[src/rtl/tlcd_bus_arbiter.sv]
// Round-robin request/grant arbiter sharing the Text LCD pin bus between two drivers,
// with a fixed idle guard interval between owners. Define TLCD_ARB_TIMEOUT_EN for grant timeouts.
module tlcd_bus_arbiter #(
  parameter int          GUARD_CYCLES = 4,
  parameter logic [23:0] MAX_HOLD     = 24'd2_000_000
) (
  input  logic       CLK,
  input  logic       RST,
  input  logic       REQ0,
  input  logic       REQ1,
  input  logic       E0,
  input  logic       RS0,
  input  logic       RW0,
  input  logic [7:0] DATA0,
  input  logic       E1,
  input  logic       RS1,
  input  logic       RW1,
  input  logic [7:0] DATA1,
  output logic       GNT0,
  output logic       GNT1,
  output logic       TLCD_E,
  output logic       TLCD_RS,
  output logic       TLCD_RW,
  output logic [7:0] TLCD_DATA,
  output logic       BUSY,
  output logic       TIMEOUT_ERR
);

  typedef enum logic [1:0] {IDLE, GRANT0, GRANT1, GUARD} state_t;

  typedef struct packed {
    logic       e;
    logic       rs;
    logic       rw;
    logic [7:0] data;
  } lcd_bus_t;

  state_t     state, next_state;
  logic       last, next_last;
  logic [7:0] guard_cnt, next_guard_cnt;
  logic [1:0] req_eff;
  logic       owner_req;
  logic       hold_expired;
  logic       timeout_hit;
  lcd_bus_t   bus0, bus1, next_bus;

  assign bus0      = '{e: E0, rs: RS0, rw: RW0, data: DATA0};
  assign bus1      = '{e: E1, rs: RS1, rw: RW1, data: DATA1};
  assign owner_req = (state == GRANT1) ? REQ1 : REQ0;

  param_legal: assert property (@(posedge CLK)
    (MAX_HOLD != 24'd0) && (GUARD_CYCLES >= 1) && (GUARD_CYCLES <= 255));

`ifdef TLCD_ARB_TIMEOUT_EN
  logic [23:0] hold_cnt;
  logic [1:0]  mask;

  assign hold_expired = (hold_cnt == MAX_HOLD - 24'd1);
  assign req_eff      = {REQ1, REQ0} & ~mask;

  // A timed-out requester stays masked until it has dropped REQ for a cycle.
  always_ff @(posedge CLK) begin
    if (RST) begin
      hold_cnt    <= '0;
      mask        <= '0;
      TIMEOUT_ERR <= 1'b0;
    end else begin
      hold_cnt <= (state == GRANT0 || state == GRANT1) ? hold_cnt + 24'd1 : '0;
      if (timeout_hit) begin
        TIMEOUT_ERR <= 1'b1;
        mask[state == GRANT1] <= 1'b1;
      end
      if (!REQ0) mask[0] <= 1'b0;
      if (!REQ1) mask[1] <= 1'b0;
    end
  end
`else
  assign hold_expired = 1'b0;
  assign req_eff      = {REQ1, REQ0};
  assign TIMEOUT_ERR  = 1'b0;
`endif

  // NOTE: every signal gets a default before the case so no path can infer a latch.
  always_comb begin
    next_state     = state;
    next_last      = last;
    next_guard_cnt = guard_cnt;
    timeout_hit    = 1'b0;
    next_bus       = '0;

    case (state)
      IDLE: begin
        if (req_eff == 2'b11) begin
          next_state = last ? GRANT0 : GRANT1;
          next_last  = ~last;
        end else if (req_eff[0]) begin
          next_state = GRANT0;
          next_last  = 1'b0;
        end else if (req_eff[1]) begin
          next_state = GRANT1;
          next_last  = 1'b1;
        end
      end
      GRANT0, GRANT1: begin
        // A plain release takes precedence over a simultaneous timeout.
        if (!owner_req || hold_expired) begin
          next_state     = GUARD;
          next_guard_cnt = 8'(GUARD_CYCLES - 1);
          timeout_hit    = owner_req;
        end else begin
          next_bus = (state == GRANT1) ? bus1 : bus0;
        end
      end
      GUARD: begin
        if (guard_cnt == 8'd0) next_state = IDLE;
        else                   next_guard_cnt = guard_cnt - 8'd1;
      end
      default: next_state = IDLE;
    endcase
  end

  // NOTE: sequential state uses non-blocking assignments so all registers update together.
  always_ff @(posedge CLK) begin
    if (RST) begin
      state     <= IDLE;
      last      <= 1'b1;
      guard_cnt <= '0;
      GNT0      <= 1'b0;
      GNT1      <= 1'b0;
      BUSY      <= 1'b0;
      TLCD_E    <= 1'b0;
      TLCD_RS   <= 1'b0;
      TLCD_RW   <= 1'b0;
      TLCD_DATA <= '0;
    end else begin
      state     <= next_state;
      last      <= next_last;
      guard_cnt <= next_guard_cnt;
      GNT0      <= (next_state == GRANT0);
      GNT1      <= (next_state == GRANT1);
      BUSY      <= (next_state != IDLE);
      TLCD_E    <= next_bus.e;
      TLCD_RS   <= next_bus.rs;
      TLCD_RW   <= next_bus.rw;
      TLCD_DATA <= next_bus.data;
    end
  end

endmodule
[config.mk]
export PLATFORM = sky130hd
export DESIGN_NAME = tlcd_bus_arbiter
export DESIGN_NICKNAME = d
export VERILOG_FILES = /design/src/rtl/tlcd_bus_arbiter.sv
export SDC_FILE = /design/constraint.sdc
export NUM_CORES = 1
export LEC_CHECK = 0
export CAP_MARGIN = 20
export CORE_MARGIN = 5
export CORE_UTILIZATION = 39
export CTS_BUF_LIST = sky130_fd_sc_hd__clkbuf_4 sky130_fd_sc_hd__clkbuf_8
export CTS_CLUSTER_DIAMETER = 120
export DETAILED_ROUTE_END_ITERATION = 7
export PLACE_DENSITY = 0.69
export SLEW_MARGIN = 20
export SYNTH_ARGS = -nofsm -noshare
export SYNTH_HDL_FRONTEND = slang
export SYNTH_SLANG_ARGS = --single-unit
[constraint.sdc]
create_clock -name CLK -period 2.3 [get_ports CLK]
set_input_delay 0.69 -clock CLK [delete_from_list [all_inputs] [get_ports CLK]]
set_output_delay 0.69 -clock CLK [all_outputs]
set_load 0.05 [all_outputs]
==> results of run 1 <==
## final cells by class
cell class | instances | area, um2 | area share [%]
inverter | 9 | 33.8 | 1.92
multi-input combinational | 101 | 713 | 40.5
sequential | 25 | 500 | 28.4
tap | 44 | 55.1 | 3.13
timing repair buffer | 44 | 428 | 24.3
clock buffer | 4 | 30.0 | 1.71
## cell usage after synthesis, types with 2 or more instances
| cell type | n | share of area [%] |
|---|---|---|
| a31oi_1 | 3 | 1.5 |
| dfxtp_1 | 25 | 39 |
| ha_1 | 6 | 5.9 |
| mux2i_1 | 13 | 10 |
| a21oi_1 | 8 | 3.1 |
| o311ai_1 | 2 | 1.4 |
| clkbuf_1 | 3 | 0.88 |
| nor2b_1 | 3 | 1.5 |
| nand2b_1 | 4 | 2.0 |
| a211oi_1 | 3 | 1.8 |
| o21ai_0 | 3 | 1.2 |
| nor2_1 | 16 | 4.7 |
| inv_1 | 9 | 2.6 |
| nand4b_1 | 3 | 2.1 |
| nand3_1 | 3 | 1.2 |
| nand2_1 | 10 | 2.9 |
| nor4bb_1 | 2 | 1.6 |
## sequential cells by signal (all words and copies together) (netlist names)
signal and flops:
GNT0 1, GNT1 1, TLCD_DATA 8, BUSY 1, last 1, TLCD_RS 1
TLCD_RW 1, state 2, TLCD_E 1, guard_cnt 8
## where the power goes
part / switching, mW / internal [mW] / leakage (nW) / total [mW]
Sequential: 0.0406 / 0.479 / 0.204 / 0.520
Combinational: 0.253 / 0.207 / 0.446 / 0.460
Clock: 0.127 / 0.0795 / 0.0184 / 0.206
Total: 0.421 / 0.765 / 0.668 / 1.19
## kinds of logic after synthesis
family / Yosys count
mux: 14
buf+inv: 15
fa+ha+maj: 6
compound gates: 28
simple gates: 52
flops: 25
other cells: 1
## worst max-delay path by stage
stage | start | to | slack, ns | depth (start not counted)
after floorplan | state[0]$_SDFF_PP0_ | guard_cnt[5]$_SDFFE_PP0P_ | 0.57 | 6
after global placement | REQ0 | GNT1$_SDFF_PP0_ | 0.05 | 5
after detailed placement | REQ0 | GNT1$_SDFF_PP0_ | -0.004 | 5
after CTS | TLCD_DATA[2]$_SDFF_PP0_ | TLCD_DATA[2] | 0.12 | 1
after global routing | TLCD_RW$_SDFF_PP0_ | TLCD_RW | 0.10 | 1
final | TLCD_DATA[2]$_SDFF_PP0_ | TLCD_DATA[2] | 0.14 | 1
## stage by stage
step	TNS (ns)	hold WS [ns]	cell area [um2]	setup WS, ns	std cells
final	0	0.520	1760	0.140	227
after global routing	0	0.559	1760	0.103	227
after CTS	0	0.522	1760	0.116	227
after detailed placement	-0.00362	0.501	1730	-0.00362	223
after global placement	0	0.471	1730	0.0511	223
after floorplan	0	0.462	1270	0.570	141
## routing by layer
layer | vias to the layer above | track usage (%) | part of all wire (%)
met3 | 2 | 2.33 | 5.8
met5 | - | 0 | 0
li1 | 586 | - | -
met2 | 32 | 27.7 | 52
met4 | 0 | 6.08 | 1.1
met1 | 523 | 17.0 | 42
==> results.ini, run 1 <==
[status]
outcome = finished, final reports clean

[logic_synthesis]
seq_area_frac_synth_pct = 39.3
avgSynthCellArea_um2 = 9.04
yosys_warnings = 0
ys_seq_elements = 25
synthSimpleGateAreaFrac_pct = 23.6
synthesis.nets = 173
synthFlopType = dfxtp_1
synth_adder_area_share_pct = 5.89
syn_inst = 141
synth-compound-area-share_pct = 15.1
yosysUniqueCellTypes = 42
synth_edf_count = 0
synthMuxAreaShare_pct = 11.1
synth_top_family_by_area = simple AND/OR/NAND/NOR gates
synth_xor_area_share_pct = 0
netlist_area_um2 = 1270
async_flop_share_pct = 0

[cts]
cts_sinks = 25
post-cts-setup-buffer-count = 0
clock_latency_ns = 0.31
cts_tree = built
cts.path.max_buffers = 2
clock-root-buffer = clkbuf_4
htree_levels = 1
hold_buffers = 0
numCtsBuffers = 3
clk_pin_slew_worst_paths_ns = 0.13
cts_resized = 0

[timing]
rsz0062_at_grt = no
final-setup-viol-count = 0
fmax_ghz = 0.463
relSlewSlack_pct = 65.5
worst_pin_slew_ns = 0.515
slew_violations = 0
period_share_pct = 93.9
finalCriticalPeriod_ns = 2.16
fin_skew_ns = 0.00538
hold_violations = 0

[setup_path]
worst-endpoint-required_ns = 1.61
crit_path_end_kind = primary output
crit_arrival_ns = 1.47
r2r-start = state[0]$_SDFF_PP0_
r2r_slack_ns = 0.45
start_kind = flip-flop
critPathKind = flip-flop to primary output
cpMaxStageDelayCell = clkdlybuf4s50_1
cp.buffers_inverters = 1
r2r-end = GNT1$_SDFF_PP0_
crit_fanout = 1
path_cells = clkdlybuf4s50_1
slowest_delay_ns = 0.81
reg2reg_depth = 6
cp_top_family = buffers and inverters

[routing]
firstDrtPassIters = 4
num_vias = 1143
antenna_left = 0
totalWireLength_um = 3020
drtIter0Drc = 67
route.detailed.drc = 0
vias_per_cell = 5.04
detail_route.wl_per_cell_um = 13.3

[layout]
mostFrequentLayoutCells = clkdlybuf4s50_1 (39), dfxtp_1 (25), nor2_1 (16)
final_common_cell = clkdlybuf4s50_1
postLayoutCoreUtil_pct = 56.7
nets = 216
syn_to_final_growth_pct = 38.1
drive_gt1_share_pct = 7.65
diodes = 0
fillers = 292

[worst_hold_path]
holdPathStages = 1
hold_path.class = flip-flop to flip-flop
hp-start = guard_cnt[0]$_SDFFE_PP0P_
holdPathEnd = guard_cnt[0]$_SDFFE_PP0P_

[pwr]
p_per_area_nw_per_um2 = 674
vdd_drop_max_uv = 341
fin_total_pwr_mw = 1.19
leakage_nw = 0.668

[placed_design]
gp_congestion = 0.792
io_buffers = 39
dpl.hpwl_um = 2460

[global_route]
track_usage_pct = 15.0
grt_max_degree = 14
overflow = 0
grt_antenna_before_repair = 0
grt_pass1_wl_um = 5240
grt_pass1_vias = 1190

[floorplan]
ioPinCount = 41
initial_utilization_pct = 41.1
rows = 20
coreArea_um2 = 3100
die_height_um = 67.2
dieArea_um2 = 4510
fp.dieW_um = 67.2

[run]
maxCapViolCount = 0

Note: power is estimated with default switching activity, not from simulation.
==> run 2: changes to the inputs <==
--- a/config.mk
+++ b/config.mk
@@ -6,12 +6,14 @@
 export NUM_CORES = 1
 export LEC_CHECK = 0
 export CAP_MARGIN = 20
+export CELL_PAD_IN_SITES_DETAIL_PLACEMENT = 0
+export CELL_PAD_IN_SITES_GLOBAL_PLACEMENT = 2
 export CORE_MARGIN = 5
-export CORE_UTILIZATION = 39
+export CORE_UTILIZATION = 27
 export CTS_BUF_LIST = sky130_fd_sc_hd__clkbuf_4 sky130_fd_sc_hd__clkbuf_8
 export CTS_CLUSTER_DIAMETER = 120
 export DETAILED_ROUTE_END_ITERATION = 7
-export PLACE_DENSITY = 0.69
+export PLACE_DENSITY_LB_ADDON = 0.1
 export SLEW_MARGIN = 20
 export SYNTH_ARGS = -nofsm -noshare
 export SYNTH_HDL_FRONTEND = slang
==> results.ini, run 2 (synthesis gave the netlist of run 1 again) <==
[cts]
clock-root-buffer = clkbuf_8
cts_sinks = 25  ; unchanged
htree_levels = 1  ; unchanged
cts_tree = built
cts_resized = 0  ; unchanged
clock_latency_ns = 0.26  ; -0.05 ns
numCtsBuffers = 3  ; unchanged
clk_pin_slew_worst_paths_ns = 0.09  ; -0.04 ns
cts.path.max_buffers = 2  ; unchanged
post-cts-setup-buffer-count = 0  ; unchanged
hold_buffers = 0  ; unchanged

[timing]
fmax_ghz = 0.478  ; +3.4%
period_share_pct = 90.9  ; -3.0 points
layout_setup_ws_ns = 0.210  ; +0.0701 ns
slew_violations = 0  ; unchanged
rsz0062_at_grt = no
hold_violations = 0  ; unchanged
final-setup-viol-count = 0  ; unchanged
worst_pin_slew_ns = 0.523  ; +0.00778 ns
fin_setup_tns_ns = 0  ; unchanged
fin_skew_ns = 0.00419  ; -0.00119 ns
finalCriticalPeriod_ns = 2.09  ; -0.0701 ns
relSlewSlack_pct = 65.0  ; -0.52 points

[worst_hold_path]
holdPathStages = 1  ; unchanged
hp-start = guard_cnt[0]$_SDFFE_PP0P_
holdPathEnd = guard_cnt[0]$_SDFFE_PP0P_
hold_path.class = flip-flop to flip-flop

[setup_path]
slowest_delay_ns = 0.80  ; about the same
start_kind = flip-flop
crit_arrival_ns = 1.40  ; -0.07 ns
crit_path_end_kind = primary output
r2r-start = state[0]$_SDFF_PP0_
r2r-end = guard_cnt[5]$_SDFFE_PP0P_
cp.buffers_inverters = 1  ; unchanged
critPathKind = flip-flop to primary output
reg2reg_depth = 6  ; unchanged
cp_top_family = buffers and inverters
path_cells = clkdlybuf4s50_1
worst-endpoint-required_ns = 1.61  ; about the same
r2r_slack_ns = 0.41  ; -0.04 ns
cpMaxStageDelayCell = clkdlybuf4s50_1
crit_fanout = 1  ; unchanged

[routing]
drtIter0Drc = 74  ; +10%
antenna_left = 0  ; unchanged
detail_route.wl_per_cell_um = 12.9  ; -2.6%
num_vias = 1130  ; -1.1%
firstDrtPassIters = 4  ; unchanged
route.detailed.drc = 0  ; unchanged
totalWireLength_um = 3070  ; +1.7%
vias_per_cell = 4.77  ; -5.3%

[layout]
nets = 216  ; unchanged
largestRegisters = TLCD_DATA: 8 flops, guard_cnt: 8 flops, state: 2 flops
final_common_cell = clkdlybuf4s50_1
diodes = 0  ; unchanged
mostFrequentLayoutCells = clkdlybuf4s50_1 (39), dfxtp_1 (25), nor2_1 (16)
drive_gt1_share_pct = 7.65  ; unchanged
syn_to_final_growth_pct = 40.5

[run]
maxCapViolCount = 0  ; unchanged

[placed_design]
place_ws_ns = 0.00727  ; +0.0109 ns
io_buffers = 39  ; unchanged
dpl.hpwl_um = 2410  ; -2.0%
gp_congestion = 0.718  ; -9.4%

[floorplan]
initial_utilization_pct = 27.4  ; -14 points
dieArea_um2 = 6200  ; +37%
coreArea_um2 = 4660  ; +50%
ioPinCount = 41  ; unchanged
die_height_um = 78.7  ; +17%
rows = 25  ; +25%
fp.dieW_um = 78.7  ; +17%

[global_route]
grt_pass1_vias = 1113  ; -6.5%
track_usage_pct = 10.3  ; -4.7 points
overflow = 0  ; unchanged
grt_pass1_wl_um = 5130  ; -2.1%
grt_max_degree = 14  ; unchanged
grt_antenna_before_repair = 0  ; unchanged

[pwr]
vdd_drop_max_uv = 265  ; -22%
comb_power_share_pct = 36.5  ; -2.3 points
seqPwrFrac_pct = 41.6  ; -2.2 points
p_sw_share_pct = 34.5  ; -1.0 points
p_per_area_nw_per_um2 = 696  ; +3.3%
p_clk_share_pct = 21.9  ; +4.5 points
internal-power_mw = 0.817  ; +6.8%
leakage_nw = 0.676  ; +1.1%
p_sw_mw = 0.430  ; +2.1%

[status]
outcome = finished, final reports clean

-- run 2: per-stage QoR --
step	util, %	cell area, um2	total power [mW]	hold slack [ns]	std cells
floorplan	-	1270	0.843	0.462	141
global placement	37.4	1740	0.986	0.479	233
global route	38.4	1790	1.33	0.552	237
CTS	38.4	1790	1.27	0.513	237
detailed placement	37.4	1740	0.986	0.499	233
finish	38.4	1790	1.25	0.515	237
-- run 2: how the worst max path moves through the flow --
stage	slack [ns]	from	depth (start not counted)	end
after floorplan	0.57	state[0]$_SDFF_PP0_	6	guard_cnt[5]$_SDFFE_PP0P_
after global placement	0.01	REQ0	5	guard_cnt[5]$_SDFFE_PP0P_
after detailed placement	0.007	REQ0	5	guard_cnt[5]$_SDFFE_PP0P_
after CTS	0.19	TLCD_DATA[2]$_SDFF_PP0_	1	TLCD_DATA[2]
after global routing	0.14	REQ0	5	GNT0$_SDFF_PP0_
final	0.21	TLCD_DATA[7]$_SDFF_PP0_	1	TLCD_DATA[7]
-- run 2: cell type report --
cell class                      instances  area (um2)
Clock buffer                            4        48.8
Fill cell                             465        2870
Inverter                                9        33.8
Multi-Input combinational cell        101         713
Sequential cell                        25         500
Tap cell                               54        67.6
Timing Repair Buffer                   44         428
-- run 2: power groups by stage --
stage               logic [mW]  clock network [mW]  registers [mW]
detailed placement       0.457                   0           0.529
finish                   0.456               0.273           0.518
CTS                      0.459               0.288           0.519
global route             0.504               0.304           0.524
global placement         0.458                   0           0.528
floorplan                0.272                   0           0.571
-- run 2: metal layers --
layer	vias to the layer above	part of all wire (%)	global-route usage [%]	wire length, um
met5	-	0	0	0
met4	0	0.49	2.97	15
met3	2	10	4.88	309
met2	34	43	15.1	1310
met1	512	47	13.4	1440
li1	582	-	-	-
==> run 3: changes to the inputs <==
--- a/config.mk
+++ b/config.mk
@@ -12,6 +12,7 @@
 export CORE_UTILIZATION = 27
 export CTS_BUF_LIST = sky130_fd_sc_hd__clkbuf_4 sky130_fd_sc_hd__clkbuf_8
 export CTS_CLUSTER_DIAMETER = 120
+export CTS_CLUSTER_SIZE = 14
 export DETAILED_ROUTE_END_ITERATION = 7
 export PLACE_DENSITY_LB_ADDON = 0.1
 export SLEW_MARGIN = 20
==> results of run 3 <==
Same layout as run 2: the final DEF is identical, and so are final timing and power.
==> RTL edit 1: new RTL, config.mk and constraints of run 3 <==
Build with the macro `TLCD_ARB_TIMEOUT_EN` defined.
--- a/src/rtl/tlcd_bus_arbiter.sv
+++ b/src/rtl/tlcd_bus_arbiter.sv
@@ -1,5 +1,7 @@
 // Round-robin request/grant arbiter sharing the Text LCD pin bus between two drivers,
 // with a fixed idle guard interval between owners. Define TLCD_ARB_TIMEOUT_EN for grant timeouts.
+`define TLCD_ARB_TIMEOUT_EN
+
 module tlcd_bus_arbiter #(
   parameter int          GUARD_CYCLES = 4,
   parameter logic [23:0] MAX_HOLD     = 24'd2_000_000
Formal check against the unedited RTL: same outputs for any inputs over 10 cycles, from zero or initial values and one cycle with RST high; that may be too few to reach the edited logic, so the function may still have changed.
==> RTL edit 1 against run 3 <==
Critical path depth did not move. Worst hold slack got worse by 0.033 ns. Wire length up 81%. Sequential share of layout area rose by 5.3 points. Design area up 75%. Via count up 72%. Worst setup slack worse by 0.094 ns. Sequential cell count increased by 27. Area after synthesis increased by 90%. Clock power grew 140%. Combinational power rose to 3.2 times the old value. Power rose to 2.6 times the old value. Clock skew up 0.0025 ns. Register-to-register slack got worse by 0.07 ns. Critical endpoint is now TIMEOUT_ERR. Largest power group is now combinational cells. Highest routed layer unchanged.
==> RTL edit 1: results (changes against run 3) <==
Run status
  • Status: finished clean

Clock network
  • Worst-Skew Late Latency: 0.31 ns (+0.05 ns)
  • CTS buffer count: 5 (+2)
  • CTS H-tree lvls: 2 (+1)

Final layout
  • Biggest regs: hold_cnt: 24 flops, TLCD_DATA: 8 flops, guard_cnt: 8 flops
  • Cell area after layout: 3130 sq um (+75%)
  • Fill cells: 892 (+92%)
  • Proportion of layout cells with a drive suffix above 1: 10.3% (+2.7 points)
  • Post-layout nets: 350 (+62%)

Hold path
  • Hold Startpoint: hold_cnt[0]
  • Hold Path End: hold_cnt[0]

Routing
  • Met2 wire length: 2460 um (+88%)
  • Vias per inst: 4.55 (-4.6%)
  • DRT met1 WL: 2630 um (+83%)
  • WL per Instance: 13.0 um (+0.30%)
  • Met3 wire length: 377 um (+22%)
  • DR iter-0 viols: 56 (-24%)
  • Via count: 1943 (+72%)

Timing
  • Slew margin rel.: 58.2% (-6.9 points)

Placed design
  • Routability-driven placement congestion ratio: 0.741 (+3.3%)
  • PortBufs: 40 (+2.6%)
  • Dpl cells: 419 (+80%)
  • Placed inst area: 3020 sq um (+73%)

Synthesis
  • Seq/Total Area, Yosys: 43.0% (+3.7 points)
  • Net Count, Synth: 298 (+72%)
  • Largest cells by area after synthesis: dfxtp_1, nor2_1, xor2_1
  • Mux cell area share after synthesis: 5.37% (-5.7 points)
  • Synth Area in Compound Gates: 11.7% (-3.4 points)
  • Xor/xnor share of the synthesized area: 6.87% (+6.9 points)
  • Post-Synth Adder-Cell Area: 3.10% (-2.8 points)
  • Post-Synthesis Cells: 266 (+89%)
  • Post-synth top cells: dfxtp_1, nor2_1, nand2_1, xor2_1, mux2i_1
  • Yosys cell types: 50 (+19%)

Setup path
  • RR Startpoint: hold_cnt[0]
  • FF-to-FF setup slack: 0.34 ns (-0.07 ns)
  • Crit path arrival time: 1.49 ns (+0.09 ns)
  • Max Fanout on Critical Path: 2 (+1)

Pwr
  • Worst VDD drop: 385 uV (+45%)
  • Clk network pwr share: 20.1% (-1.8 points)
  • Post-route total power: 3.22 mW (+160%)
  • Logic gate share of total power: 45.7% (+9.2 points)
  • LEAKAGE: 1.19 nW (+76%)
  • Net Sw Frac: 39.4% (+5.0 points)

Global route
  • First-pass GRT wire length: 9140 um (+78%)
  • Met3 usage: 4.32% (-0.56 points)
  • Met2 Usage GRT: 16.1% (+0.99 points)
  • Tot GR Track Use: 10.2% (-0.12 points)
  • Pin count of the biggest net entering global routing: 24 (+10)
  • GR met1 Demand/Resource: 12.5% (-0.88 points)
==> RTL edit 1: logic make-up after synthesis <==
logic type | Yosys count
xor+xnor | 19
buf+inv | 19
compound gates | 40
flops | 52
simple gates | 117
fa+ha+maj | 6
mux | 13
==> RTL edit 1: cell type report <==
class	instances	share of cell area, %
multi-input cells	195	41.0
clock buffers	5	2.20
well taps	108	4.31
repair buffers	55	16.8
inverters	9	1.08
clock inverters	3	1.36
flip-flops and latches	52	33.2
==> RTL edit 1: worst max-delay path by stage <==
| stage | slack [ns] | endpoint | startpoint |
|---|---|---|---|
| floorplan | 0.38 | guard_cnt[2] | state[0] |
| global placement | -0.09 | GNT0 | REQ1 |
| detailed placement | -0.12 | GNT0 | REQ1 |
| CTS | 0.09 | TIMEOUT_ERR | TIMEOUT_ERR |
| global route | 0.06 | TIMEOUT_ERR | TIMEOUT_ERR |
| finish | 0.12 | TIMEOUT_ERR | TIMEOUT_ERR |
==> RTL edit 2: new RTL, settings of run 3 <==
Without the edit above. The 4 states of `state_t` get a one-hot encoding in 4 bits.
--- a/src/rtl/tlcd_bus_arbiter.sv
+++ b/src/rtl/tlcd_bus_arbiter.sv
@@ -26,7 +26,7 @@
   output logic       TIMEOUT_ERR
 );
 
-  typedef enum logic [1:0] {IDLE, GRANT0, GRANT1, GUARD} state_t;
+  typedef enum logic [3:0] {IDLE = 4'b0001, GRANT0 = 4'b0010, GRANT1 = 4'b0100, GUARD = 4'b1000} state_t;
 
   typedef struct packed {
     logic       e;
Behaviour: same outputs for any inputs over 10 cycles, from zero or initial values and one cycle with RST high; not proved beyond that.
==> RTL edit 2 against run 3 <==
Area after synthesis shrank 3.5%. Die area fell by 3.1%. Wire length barely moved. Worst setup slack got worse by 0.016 ns. Global-route usage increased by 0.18 points. Utilization up 1.8 points. Sequential power up 3%. Sequential cell count is 2 higher. Largest cell class unchanged. Via count grew 1.3%. Power is 14% lower. Design area shrank 1.5%.
==> RTL edit 2: results (changes against run 3) <==
Placed design
  • Final HPWL DP: 2290 um (-4.8%)
  • Routability-driven placement congestion ratio: 0.722 (+0.57%)
  • Placed inst area: 1720 sq um (-1.4%)

Global route
  • Pin count of the biggest net entering global routing: 16 (+2)
  • Tot GR Track Use: 10.5% (+0.18 points)
  • First-pass GRT wire length: 5180 um (+0.94%)
  • Vias in the first global route: 1188 (+6.7%)

Timing
  • Slew margin rel.: 65.5% (+0.47 points)
  • Final clock skew: 0.00768 ns (+0.00349 ns)

Synthesis
  • Xor/xnor share of the synthesized area: 0.712% (+0.71 points)
  • Mux cell area share after synthesis: 4.88% (-6.2 points)
  • Net Count, Synth: 172 (-0.58%)
  • Largest cells by area after synthesis: dfxtp_1, nand2_1, a21oi_1
  • Yosys cell types: 36 (-14%)
  • Post-synth top cells: nand2_1, dfxtp_1, a21oi_1, nand2b_1, mux2i_1
  • Post-Synth Adder-Cell Area: 1.02% (-4.9 points)
  • Seq/Total Area, Yosys: 43.9% (+4.7 points)
  • Synth warn: 0 (unchanged)

Routing
  • Drt pass-1 iters: 3 (-1)
  • DR iter-0 viols: 26 (-65%)
  • WL per Instance: 12.7 um (-1.6%)
  • Via count: 1145 (+1.3%)

Final layout
  • Biggest regs: TLCD_DATA: 8 flops, guard_cnt: 8 flops, state: 4 flops
  • Post-layout nets: 217 (+0.46%)
  • Proportion of layout cells with a drive suffix above 1: 10.6% (+2.9 points)
  • Fill cells: 429 (-7.7%)

Setup path
  • CP max-delay cell: or4b_1
  • CP delay by family, top: simple AND/OR/NAND/NOR gates
  • Largest stage delay on the critical path: 0.52 ns (-0.28 ns)
  • Max Fanout on Critical Path: 7 (+6)
  • Crit path arrival time: 2.29 ns (+0.89 ns)

Pwr
  • Worst VDD drop: 387 uV (+46%)
  • LEAKAGE: 0.689 nW (+2.0%)
  • Power Internal: 0.753 mW (-7.9%)

Run status
  • Status: finished clean

Clock network
  • Setup bufs post-CTS: 0 (unchanged)
## RTL edit 2: cell types whose count changed in the layout (fill, tap and decap cells not counted), sizes merged, moves of 3 or more
| cell | change |
|---|---|
| inv | -4 |
| nor3 | +4 |
| ha | -5 |
| a21oi | +7 |
| a211oi | -4 |
| nand2b | +3 |
| buf | +5 |
| nor4b | +4 |
| nor2b | -3 |
| mux2i | -7 |
| nand4b | -3 |
| nand2 | +21 |
| nor2 | -14 |
## RTL edit 2: worst paths after layout
kind	endpoint	cells past startpoint	slack (ns)	startpoint
setup / recovery	guard_cnt[1]	5	0.19	REQ1
hold / removal	guard_cnt[7]	2	0.49	guard_cnt[7]
setup reg to reg	guard_cnt[1]	4	0.46	state[1]
hold reg to reg	guard_cnt[7]	2	0.49	guard_cnt[7]
## RTL edit 2: power by group through the flow
stage / sequential (mW) / clock (mW) / combinational, mW
2_1_floorplan: 0.559 / 0 / 0.140
3_3_place_gp: 0.545 / 0 / 0.263
3_5_place_dp: 0.545 / 0 / 0.266
4_1_cts: 0.535 / 0.291 / 0.267
5_1_grt: 0.541 / 0.312 / 0.290
6_report: 0.535 / 0.273 / 0.265
## RTL edit 2: kinds of logic after synthesis
family | after synthesis
adders and majority gates | 1
and+or+nand+nor | 70
buffers and inverters | 14
xor gates and xnor gates | 1
muxes | 6
AOI/OAI and AO/OA | 25
other | 1
DFF | 27
## RTL edit 2: cell type report
class / count / area [sq um] / share of cell area, %
tap: 52 / 65.1 / 3.69
multi-input combinational: 104 / 629 / 35.6
inverter: 5 / 18.8 / 1.06
clock inverter: 1 / 5.00 / 0.283
timing repair buffer: 49 / 465 / 26.4
clock buffer: 3 / 41.3 / 2.34
sequential: 27 / 541 / 30.6
## RTL edit 2: routing by layer
layer	routed length, um	global-route usage [%]	share of wire (%)
met1	1420	12.2	46
met2	1390	16.9	45
met3	239	4.98	7.8
met4	23	3.26	0.75
met5	0	0	0
## RTL edit 2: worst register-to-register path: cells and delay by family, from the launching register on
| kind | cells | cell delay (ns) |
|---|---|---|
| compound gates | 2 | 0.53 |
| flops | 1 | 0.58 |
| simple gates | 2 | 0.64 |
## RTL edit 2: through the flow
step,std cells,utilization [%]
after floorplan,145,-
final,241,40.3
after CTS,241,40.3
after global routing,241,40.3
after detailed placement,237,39.2
after global placement,237,39.2
